$ cat src/rtl/prefix_pkg.sv
// Shared definitions for the prefix (Kogge-Stone) add/sub datapath:
// default width, operation encoding and the result flag bundle.
package prefix_pkg;

   localparam int PREFIX_WIDTH = 16;

   typedef enum logic {
      OP_ADD = 1'b0,
      OP_SUB = 1'b1
   } op_t;

   typedef struct packed {
      logic cout;
      logic ovf;
      logic zero;
      logic neg;
   } flags_t;

   // Number of prefix levels for a power-of-two width.
   function automatic int prefix_levels(input int width);
      return $clog2(width);
   endfunction

endpackage

$ cat src/rtl/prefix_pg_cell.sv
// Kogge-Stone black cell: merges a high group (g_hi,p_hi) with the
// adjacent lower group (g_lo,p_lo) into one wider group.
module prefix_pg_cell (
   input  logic g_hi_i,
   input  logic p_hi_i,
   input  logic g_lo_i,
   input  logic p_lo_i,
   output logic g_o,
   output logic p_o
);

   assign g_o = g_hi_i | (p_hi_i & g_lo_i);
   assign p_o = p_hi_i & p_lo_i;

endmodule

$ cat src/rtl/prefix_addsub_pipe.sv
// Two-stage Kogge-Stone adder/subtractor with valid/ready on both sides.
// The first half of the prefix tree sits in S1, the rest plus flags in S2.
module prefix_addsub_pipe
   import prefix_pkg::*;
#(
   parameter int WIDTH = PREFIX_WIDTH
) (
   input  logic             clk,
   input  logic             rst_n,
   input  logic             in_valid,
   output logic             in_ready,
   input  logic [WIDTH-1:0] a,
   input  logic [WIDTH-1:0] b,
   input  logic             cin,
   input  logic             sel,
   output logic             out_valid,
   input  logic             out_ready,
   output logic [WIDTH-1:0] o,
   output logic             cout,
   output logic             ovf,
   output logic             zero,
   output logic             neg
);

   localparam int LEVELS = prefix_levels(WIDTH);
   localparam int L1     = (LEVELS + 1) / 2;

   function automatic flags_t calc_flags(input logic             carry,
                                         input logic             a_msb,
                                         input logic             b_msb,
                                         input logic [WIDTH-1:0] sum);
      flags_t f;
      f.cout = carry;
      f.ovf  = (a_msb == b_msb) && (sum[WIDTH-1] != a_msb);
      f.zero = (sum == '0);
      f.neg  = sum[WIDTH-1];
      return f;
   endfunction

   // ---------------- control ----------------
   logic v1_q, v1_d;
   logic v2_q, v2_d;
   logic adv1, adv2;

   assign adv2     = !v2_q || out_ready;
   assign adv1     = !v1_q || adv2;
   assign in_ready = adv1;

   always_comb begin
      v1_d = v1_q;
      v2_d = v2_q;
      if (adv1) v1_d = in_valid;
      if (adv2) v2_d = v1_q;
   end

   always_ff @(posedge clk or negedge rst_n) begin
      if (!rst_n) begin
         v1_q <= 1'b0;
         v2_q <= 1'b0;
      end else begin
         v1_q <= v1_d;
         v2_q <= v2_d;
      end
   end

   // ---------------- S0: operand conditioning ----------------
   logic [WIDTH-1:0] b_eff;
   logic [WIDTH-1:0] p0;
   logic [WIDTH-1:0] g0;

   assign b_eff = (op_t'(sel) == OP_SUB) ? ~b : b;
   assign p0    = a ^ b_eff;

   // Carry-in folded into bit 0 so every group generate already includes it.
   always_comb begin
      g0    = a & b_eff;
      g0[0] = g0[0] | (p0[0] & cin);
   end

   // ---------------- S1 registers ----------------
   logic [WIDTH-1:0] gg_p1_q;
   logic [WIDTH-1:0] gp_p1_q;
   logic [WIDTH-1:0] p_p1_q;
   logic             cin_p1_q;
   logic             amsb_p1_q;
   logic             bmsb_p1_q;
   logic [WIDTH-1:0] gg_p1_d;
   logic [WIDTH-1:0] gp_p1_d;

   // ---------------- prefix tree ----------------
   for (genvar lv = 0; lv < LEVELS; lv++) begin : g_lvl
      localparam int D = 1 << lv;
      logic [WIDTH-1:0] g_in;
      logic [WIDTH-1:0] p_in;
      logic [WIDTH-1:0] g_out;
      logic [WIDTH-1:0] p_out;

      if (lv == 0) begin : g_src_in
         assign g_in = g0;
         assign p_in = p0;
      end else if (lv == L1) begin : g_src_reg
         assign g_in = gg_p1_q;
         assign p_in = gp_p1_q;
      end else begin : g_src_prev
         assign g_in = g_lvl[lv-1].g_out;
         assign p_in = g_lvl[lv-1].p_out;
      end

      for (genvar i = 0; i < WIDTH; i++) begin : g_bit
         if (i >= D) begin : g_cell
            prefix_pg_cell u_cell (
               .g_hi_i (g_in[i]),
               .p_hi_i (p_in[i]),
               .g_lo_i (g_in[i-D]),
               .p_lo_i (p_in[i-D]),
               .g_o    (g_out[i]),
               .p_o    (p_out[i])
            );
         end else begin : g_pass
            assign g_out[i] = g_in[i];
            assign p_out[i] = p_in[i];
         end
      end
   end

   assign gg_p1_d = g_lvl[L1-1].g_out;
   assign gp_p1_d = g_lvl[L1-1].p_out;

   // Datapath registers only capture; validity is tracked by v1_q.
   always_ff @(posedge clk) begin
      if (adv1) begin
         gg_p1_q   <= gg_p1_d;
         gp_p1_q   <= gp_p1_d;
         p_p1_q    <= p0;
         cin_p1_q  <= cin;
         amsb_p1_q <= a[WIDTH-1];
         bmsb_p1_q <= b_eff[WIDTH-1];
      end
   end

   // ---------------- S2: sum, flags, output register ----------------
   logic [WIDTH-1:0] g_fin;
   logic [WIDTH-1:0] sum_p2;
   flags_t           flags_p2;
   logic [WIDTH-1:0] o_q, o_d;
   flags_t           flags_q, flags_d;
   logic             unused_p;

   assign g_fin    = g_lvl[LEVELS-1].g_out;
   assign sum_p2   = p_p1_q ^ {g_fin[WIDTH-2:0], cin_p1_q};
   assign flags_p2 = calc_flags(g_fin[WIDTH-1], amsb_p1_q, bmsb_p1_q, sum_p2);
   assign unused_p = &{1'b0, g_lvl[LEVELS-1].p_out};

   always_comb begin
      o_d     = o_q;
      flags_d = flags_q;
      if (adv2 && v1_q) begin
         o_d     = sum_p2;
         flags_d = flags_p2;
      end
   end

   // Output register is reset so a discarded stream leaves all-zero outputs.
   always_ff @(posedge clk or negedge rst_n) begin
      if (!rst_n) begin
         o_q     <= '0;
         flags_q <= '0;
      end else begin
         o_q     <= o_d;
         flags_q <= flags_d;
      end
   end

   assign out_valid = v2_q;
   assign o         = o_q;
   assign cout      = flags_q.cout;
   assign ovf       = flags_q.ovf;
   assign zero      = flags_q.zero;
   assign neg       = flags_q.neg;

endmodule

$ cat config.mk
export PLATFORM = sky130hd
export DESIGN_NAME = prefix_addsub_pipe
export DESIGN_NICKNAME = d
export VERILOG_FILES = /design/src/rtl/prefix_pkg.sv /design/src/rtl/prefix_pg_cell.sv /design/src/rtl/prefix_addsub_pipe.sv
export SDC_FILE = /design/constraint.sdc
export NUM_CORES = 1
export LEC_CHECK = 0
export CORE_UTILIZATION = 52
export CTS_CLUSTER_SIZE = 30
export DETAILED_ROUTE_END_ITERATION = 8
export GPL_ROUTABILITY_DRIVEN = 0
export PLACE_DENSITY = 0.76
export SYNTH_ARGS = -nofsm -noshare
export SYNTH_HDL_FRONTEND = slang
export SYNTH_SLANG_ARGS = --single-unit
$ cat constraint.sdc
create_clock -name clk -period 2.1 [get_ports clk]
set_input_delay 0.315 -clock clk [delete_from_list [all_inputs] [get_ports clk]]
set_output_delay 0.315 -clock clk [all_outputs]
set_load 0.05 [all_outputs]
; Word level (Yosys, flattened, before mapping)
; Cells that the tools add are included.
[word_totals]
romBits = 0
wordCells = 164
ff_bits = 73
latchBits = 0
inputBits = 38
out_inout_bits = 22
ramBits = 0
memories = 0
[classes]
eq_ne = 2
reduce_logical = 7
shift = 0
bitwise = 141
n_addsub = 0
n_mux = 1
n_mul = 0
n_lt_le_gt_ge = 0
div = 0
[ops]
columns = operator, n
row1 = 1-bit AND, 87
row2 = 1-bit bitwise OR, 50
row3 = 16-bit XOR, 2
row4 = 16-bit AND, 1
row5 = 16-bit zero test, 1
row6 = 16-bit two-way mux, 1
row7 = 16-bit NOT, 1
row8 = 1-bit logical AND, 2
row9 = 1-bit zero test, 2
row10 = 1-bit logical OR, 2
row11 = 1-bit equality test, 1
row12 = 1-bit != test, 1

; Depth between registers and ports, before layout
; Gate-level depths: netlist of run 1.
[depth]
ltp_word = 9
depth_mapped = 8
depth_no_buf = 6

; By module
; Synthesis of run 1 repeated with hierarchy kept, for this count alone.
[unflattened]
cells_unflattened = 274
hier_area_um2 = 3547.2
[by_module_without_submodules]
columns = module, seq_area_each_um2, n_inst, area_each_um2, cells_per_inst
row1 = prefix_addsub_pipe, 2026.9, 1, 2811.4, 176
row2 = prefix_pg_cell, 0.0, 49, 15.0, 2

; Worst setup path after synthesis of run 1
; OpenSTA, ideal clock, no wires.
[synth_timing]
path_kind = input -> register
start = input port sel
end = register gg_p1_q[3], in the netlist g_lvl[2].g_in[3], data pin
path_slack_ns = 0.023
arrival_ns = 1.823
path_buffers = 2
setup_ns = 0.254
required_ns = 1.846
stages = 8
cell_sequence = clkbuf_1 buf_2 xor2_1 ha_1 a21o_1 nand2_1 o21ai_0 a21o_1
[synth_between]
elab_chain_cells = 8
elab_cells_between_ends = 12
cone_classes = mux (1) / bitwise (11)
[synth_rtl]
columns = element, line_no
row1 = from (decl), prefix_addsub_pipe.sv:15  ; input logic sel,
row2 = 16-bit two-way mux, prefix_addsub_pipe.sv:71  ; assign b_eff = (op_t'(sel) == OP_SUB) ? ~b : b;
row3 = 16-bit XOR, prefix_addsub_pipe.sv:72  ; assign p0 = a ^ b_eff;
row4 = via g_lvl[0].g_bit[1].g_cell.u_cell.p_lo_i, prefix_pg_cell.sv:7  ; input logic p_lo_i,
row5 = 1-bit AND, prefix_addsub_pipe.sv:77  ; g0[0] = g0[0] | (p0[0] & cin);
row6 = 1-bit bitwise OR, prefix_addsub_pipe.sv:77
row7 = via g_lvl[0].g_bit[1].g_cell.u_cell.g_lo_i, prefix_pg_cell.sv:6  ; input logic g_lo_i,
row8 = 1-bit AND, prefix_pg_cell.sv:12  ; assign g_o = g_hi_i | (p_hi_i & g_lo_i);
row9 = 1-bit bitwise OR, prefix_pg_cell.sv:12
row10 = 1-bit AND, prefix_pg_cell.sv:12
row11 = 1-bit bitwise OR, prefix_pg_cell.sv:12
row12 = via g_lvl[1].g_bit[3].g_cell.u_cell.g_o, prefix_pg_cell.sv:8  ; output logic g_o,
row13 = to (signal assigned), prefix_addsub_pipe.sv:132  ; gg_p1_q <= gg_p1_d;
row14 = to (decl), prefix_addsub_pipe.sv:81  ; logic [WIDTH-1:0] gg_p1_q;
; The timed path passes the listed nets, and every way through them passes these cells.
; A chain may end at the register's enable or synchronous reset.

; Worst setup path after layout of run 1
; Same ends and word-level chain as after synthesis.

==> results.sh, run 1 <==
export IMPL_async_flop_share=0.3088
export IMPL_antenna_found_initial=0
export IMPL_grt_usage=0.2091
export IMPL_post_place_ws_ps=-144.3
export IMPL_slew_headroom=0.6707
export IMPL_finalPower_mw=4.306
export IMPL_h_tree_depth=3
export IMPL_synth_edf_count=47
export IMPL_synth_avg_cell_area_sq_um=11.93
export IMPL_max_cap_violations=0
export IMPL_die_area_sq_um=6467
export IMPL_ff2ff_setup_slack_ps=370
export IMPL_worstMarginPinSlew_ps=492.4
export IMPL_swShare=0.3345
export IMPL_cts_resized_gates=0
export IMPL_nets=403
export IMPL_rsz0062_at_grt="false"
export IMPL_seqCellArea_sq_um=1937
export IMPL_wirelength_um=5900
export IMPL_drt_iter0_markers=150
export IMPL_synth_seq_cells=68
export IMPL_hold_path_class="in -> async"
export IMPL_synth_simple_area_share=0.09977
export IMPL_crit_chain="clkdlybuf4s50_1 -> buf_12 -> xor2_1 -> ha_1 -> a21o_1 -> nand2_1 -> o21ai_0 -> a21o_1"
export IMPL_synth_top_area_frac=0.4413
export IMPL_core_area_sq_um=5921
export IMPL_finalCritPeriodShare=0.9076
export IMPL_power_switching_mw=1.440
export IMPL_synth_top_family_by_area="compound AO/OA/AOI/OAI gates"
export IMPL_place_inst=413
export IMPL_synthTopCellsByArea="edfxtp_1, dfrtp_1, ha_1, xor2_1, nand2_1"
export IMPL_place_hpwl_um=4583
export IMPL_skew_ps=11.04
export IMPL_path_class="in -> reg"
export IMPL_p_int_mw=2.866
export IMPL_fmax_ghz=0.5247
export IMPL_post_cts_setup_buffers=0
export IMPL_finalSetupViolCount=0
export IMPL_synthXorXnorAreaFrac=0.07394
export IMPL_firstDrtPassIters=4
export IMPL_grt_pass1_wl_um=9867
export IMPL_finalNonFillerCells=429
export IMPL_dr_max_layer_used="met4"
export IMPL_crit_buf_inv=2
export IMPL_critical_path_max_stage_delay_ps=500
export IMPL_clk_latency_ps=350
export IMPL_ys_seq_area_frac=0.6056
export IMPL_crit_fanout=15
export IMPL_initial_core_util=0.5402
export IMPL_diodes=0
export IMPL_die_w_um=80.42
export IMPL_drc_errors=0
export IMPL_clkTransAtPathRegs_ps=70
export IMPL_cts_sinks=68
export IMPL_nFillCells=447
export IMPL_hold_violations=0
export IMPL_outcome="complete, no violations"
export IMPL_wl_met3_um=364
export IMPL_row_count=28
export IMPL_slew_violations=0
export IMPL_area_growth_pct=31.61
export IMPL_ios=60
export IMPL_cts_buffers=9
export IMPL_clockRootBuffer="clkbuf_8"
export IMPL_mostFrequentLayoutCell="clkdlybuf4s50_1"
export IMPL_cts_buffer_depth=2
export IMPL_layout_min_cycle_time_ps=1906
export IMPL_drive_above_1_share=0.1073
export IMPL_setup_ws_ps=194.1
export IMPL_clock_power_share=0.245
export IMPL_synth_flop_cell="edfxtp_1"
export IMPL_synth_cells=268
export IMPL_synth_compound_area_frac=0.1362
export IMPL_wl_met1_um=2737
export IMPL_netlist_area_sq_um=3198
export IMPL_cts_tree="done"
export IMPL_grt_overflow=0
export IMPL_post_drt_wl_per_cell_um=13.75
export IMPL_start_kind="primary input"
export IMPL_via_per_inst=5.242
export IMPL_cp_slowest_cell="clkdlybuf4s50_1"
export IMPL_grt_start_max_net_pins=38
export IMPL_cp_end_kind="flop"
export IMPL_cp_arrival_ps=2010
export IMPL_power_frac_seq=0.434
export IMPL_power_density_nw_per_um2=1023
export IMPL_final_cell_mix="clkdlybuf4s50_1, edfxtp_1, nand2_1"
export IMPL_vias=2249
export IMPL_wl_met2_um=2764
export IMPL_required_ps=2200
export IMPL_hold_buffers=0
export IMPL_synthAdderAreaFrac=0.06260
export IMPL_synth_fp_nets=322
export IMPL_synthMuxAreaShare=0.003521
export IMPL_peakVddDrop_mv=0.6411
export IMPL_fp_dieH_um=80.42
export IMPL_multiInputGateArea_sq_um=1202
export IMPL_path_delay_family="buffers and inverters"
export IMPL_yosys_warnings=0
export IMPL_ys_types=35
export IMPL_cpMostUsedCell="a21o_1"
export IMPL_io_buffers=59
export IMPL_p_comb_frac=0.321
export IMPL_grt_pass1_vias=2153
export IMPL_synth_area_leader_cell="edfxtp_1"
export IMPL_ant_nets=0
export IMPL_leakagePower_nw=1.750
[path summary, 6_finish.rpt]
check / depth (start not counted) / to / startpoint
min in group clk: 2 / out_valid / v1_q
setup reg to reg: 5 / zero / g_lvl[2].g_in[1]
hold reg to reg: 2 / out_valid / v1_q
hold / removal: 2 / zero / rst_n
max in group asynchronous: 2 / o[6] / rst_n
setup / recovery: 8 / g_lvl[2].g_in[3] / sel
[worst reg2reg max path: stages, from the launching register on]
cell and delay, ps:
edfxtp_1 430, xnor2_1 270, nand4_1 110, or3_1 340, nor4_1 320, a41o_1 220
[flip-flops by register name, indices dropped and copies added (netlist names)]
name and cells:
g_lvl.g_in 16, o 16, p_p1_q 15, g_lvl.p_in 13, amsb_p1_q 1, bmsb_p1_q 1, cin_p1_q 1, cout 1
out_valid 1, ovf 1, v1_q 1, zero 1
[cell usage after synthesis, types with 3 or more instances]
cell type	n
edfxtp_1	47
nor2_1	10
nor3_1	3
a21boi_0	3
xnor2_1	7
a21o_1	7
clkbuf_1	4
dfrtp_1	21
nand3_1	4
ha_1	16
or3_1	3
a211oi_2	3
nand2_1	39
inv_1	7
a21oi_1	20
o21ai_0	24
nand2b_1	5
xor2_1	20
o31ai_1	4
[stage by stage]
step	instance area [sq um]	setup TNS (ps)	utilization	hold WS (ps)
after floorplan	3198	0	-	19.41
after global placement	4008	-84.56	0.6769	440.8
after detailed placement	4008	-295.7	0.6769	453.6
after CTS	4209	0	0.7109	307.7
after global routing	4209	0	0.7109	323.4
final	4209	0	0.7109	307.0
[per-layer routing]
| metal | GRT usage | vias up |
|---|---|---|
| met5 | 0 | - |
| met4 | 0.06429 | 0 |
| met3 | 0.06818 | 4 |
| met2 | 0.3220 | 83 |
| met1 | 0.2805 | 1031 |
| li1 | - | 1131 |
[final cells by class]
cell class | instances | area share
repair buffers | 77 | 0.1778
multi-input cells | 186 | 0.2857
well taps | 75 | 0.02229
flip-flops and latches | 68 | 0.4602
inverters | 7 | 0.006243
clock buffers | 16 | 0.04786
[kinds of logic after synthesis]
logic type      after synthesis
simple gates                 72
fa+ha+maj                    16
mux                           1
flops                        68
xor+xnor                     27
compound gates               70
buf+inv                      14
[power by group through the flow]
stage	clock (mW)	combinational (mW)	sequential, mW
2_1_floorplan	0	0.497	2.26
3_3_place_gp	0	1.36	1.88
3_5_place_dp	0	1.38	1.90
4_1_cts	1.07	1.39	1.87
5_1_grt	1.14	1.50	1.89
6_report	1.06	1.38	1.87
(Power assumes the default switching activity.)
==> run 2: changes to the inputs <==
--- a/config.mk
+++ b/config.mk
@@ -9,6 +9,7 @@
 export CTS_CLUSTER_SIZE = 30
 export DETAILED_ROUTE_END_ITERATION = 8
 export GPL_ROUTABILITY_DRIVEN = 0
+export GPL_TIMING_DRIVEN = 0
 export PLACE_DENSITY = 0.76
 export SYNTH_ARGS = -nofsm -noshare
 export SYNTH_HDL_FRONTEND = slang
==> run 2 against run 1 <==
  * Via count up 0.27%
  * Wire length is 4.5% higher
  * Cell area is 3.2% lower
  * Setup slack worse by 130 ps
  * Clock power is 7% lower
  * Sequential cell count did not move
  * Die area is the same
  * Combinational power about the same
  * Final cell count decreased by 2.3%
  * Count of clock-buffer cells in the layout decreased by 1
  * Clock skew fell by 1.6 ps
  * Critical endpoint is now in_ready
  * Largest power group unchanged
==> results.sh, run 2 (synthesis gave the netlist of run 1 again) <==
export IMPL_die_area_sq_um=6467
export IMPL_cts_buffers=9
export IMPL_required_ps=1780
export IMPL_core_area_sq_um=5921
export IMPL_crit_fanout=13
export IMPL_crit_buf_inv=2
export IMPL_worstMarginPinSlew_ps=877.6
export IMPL_finalSetupViolCount=0
export IMPL_clockRootBuffer="clkbuf_8"
export IMPL_path_delay_family="buffers and inverters"
export IMPL_finalSetupTns_ps=0
export IMPL_diodes=0
export IMPL_wirelength_um=6165
export IMPL_grt_util_met1=0.2860
export IMPL_cts_sinks=68
export IMPL_row_count=28
export IMPL_peakVddDrop_mv=0.6097
export IMPL_post_cts_setup_buffers=0
export IMPL_hold_path_class="in -> async"
export IMPL_grt_pass1_vias=2126
export IMPL_slew_violations=0
export IMPL_hold_buffers=0
export IMPL_antenna_found_initial=0
export IMPL_cp_startpoint="out_ready"
export IMPL_ios=60
export IMPL_h_tree_depth=3
export IMPL_io_buffers=58
export IMPL_cp_slowest_cell="clkdlybuf4s50_1"
export IMPL_cts_buffer_depth=2
export IMPL_leakagePower_nw=1.666
export IMPL_utilization=0.6881
export IMPL_fp_dieH_um=80.42
export IMPL_vias=2255
export IMPL_grt_usage=0.2132
export IMPL_ant_nets=0
export IMPL_via_per_inst=5.382
export IMPL_firstDrtPassIters=4
export IMPL_cp_arrival_ps=1720
export IMPL_outcome="complete, no violations"
export IMPL_finalPower_mw=4.200
export IMPL_power_density_nw_per_um2=1031
export IMPL_top_usage_layer="met2"
export IMPL_met3_usage=0.04432
export IMPL_drt_iter0_markers=117
export IMPL_cp_end_kind="output port"
export IMPL_clkTransAtPathRegs_ps=70
export IMPL_path_class="in -> out"
export IMPL_start_kind="primary input"
export IMPL_die_w_um=80.42
export IMPL_clk_latency_ps=330
export IMPL_nets=393
export IMPL_max_cap_violations=0
export IMPL_fmax_ghz=0.4902
export IMPL_area_growth_pct=27.39
export IMPL_post_drt_wl_per_cell_um=14.71
export IMPL_hold_violations=0
export IMPL_finalCritPeriodShare=0.9713
export IMPL_final_cell_mix="clkdlybuf4s50_1, edfxtp_1, nand2_1"
export IMPL_rsz0062_at_grt="true"
export IMPL_gr_usage_met2=0.3373
export IMPL_cts_tree="done"
export IMPL_place_hpwl_um=4400
export IMPL_drc_errors=0
export IMPL_whs_ps=474.5
export IMPL_r2r_start="g_lvl[2].g_in[2]"
export IMPL_critical_path_max_stage_delay_ps=440
export IMPL_initial_core_util=0.5402
export IMPL_mostFrequentLayoutCell="clkdlybuf4s50_1"
export IMPL_drive_above_1_share=0.06977
export IMPL_layout_min_cycle_time_ps=2040
export IMPL_grt_overflow=0
export IMPL_skew_ps=9.459
export IMPL_grt_start_max_net_pins=26
export IMPL_grt_pass1_wl_um=10060
export IMPL_crit_chain="clkdlybuf4s50_1 -> nand2b_1 -> or2_4 -> clkdlybuf4s15_2"
export IMPL_slew_headroom=0.4131
[run 2: cell count changes in the layout (fill, tap and decap cells not counted), sizes merged]
cell,delta
or2,+2
clkinv,+1
clkdlybuf4s15,+1
buf,-17
clkbuf,+4
clkdlybuf4s50,-1
[run 2: final timing paths]
path                            end  slack, ps  cells past startpoint
setup / recovery           in_ready         60                      4
hold / removal                 o[2]        470                      1
setup reg to reg               zero        280                      5
hold reg to reg                o[6]        480                      2
max in group asynchronous     o[13]       1080                      1
min in group clk               o[6]        480                      2
[run 2: report_power, final]
group          internal, mW  switching (mW)
clock                 0.534           0.450
sequential             1.73           0.134
combinational         0.495           0.856
[run 2: layout make-up]
type                            instances  area (sq um)
Timing Repair Buffer                   58         581.8
Sequential cell                        68          1937
Buffer                                  7         35.03
Clock buffer                           15         177.7
Clock inverter                          1         5.005
Tap cell                               75         93.84
Multi-Input combinational cell        188          1217
Fill cell                             424          1847
Inverter                                7         26.28
[run 2: timing repair]
item,in CTS,in global routing
pin swaps,1,1
hold endpoints to repair,0,0
resized for setup,4,1
setup endpoints to repair,1,4
gates cloned,1,1
[run 2: metal layers]
layer / part of all wire / vias to the layer above
li1: - / 1113
met1: 0.46 / 1060
met2: 0.48 / 73
met3: 0.045 / 9
met4: 0.017 / 0
met5: 0 / -
[run 2: through the flow]
step / instances / cell area (sq um) / worst slack (ps)
final: 419 / 4074 / 60.19
after global routing: 419 / 4074 / -11.45
after CTS: 418 / 4065 / 3.015
after detailed placement: 401 / 3872 / -960.9
after global placement: 401 / 3872 / -926.2
after floorplan: 268 / 3198 / 23.37
==> run 3: changes to the inputs <==
--- a/config.mk
+++ b/config.mk
@@ -10,6 +10,7 @@
 export DETAILED_ROUTE_END_ITERATION = 8
 export GPL_ROUTABILITY_DRIVEN = 0
 export GPL_TIMING_DRIVEN = 0
+export HOLD_SLACK_MARGIN = 0.02
 export PLACE_DENSITY = 0.76
 export SYNTH_ARGS = -nofsm -noshare
 export SYNTH_HDL_FRONTEND = slang
==> results of run 3 <==
Final layout, timing and power as in run 2 (identical DEF).
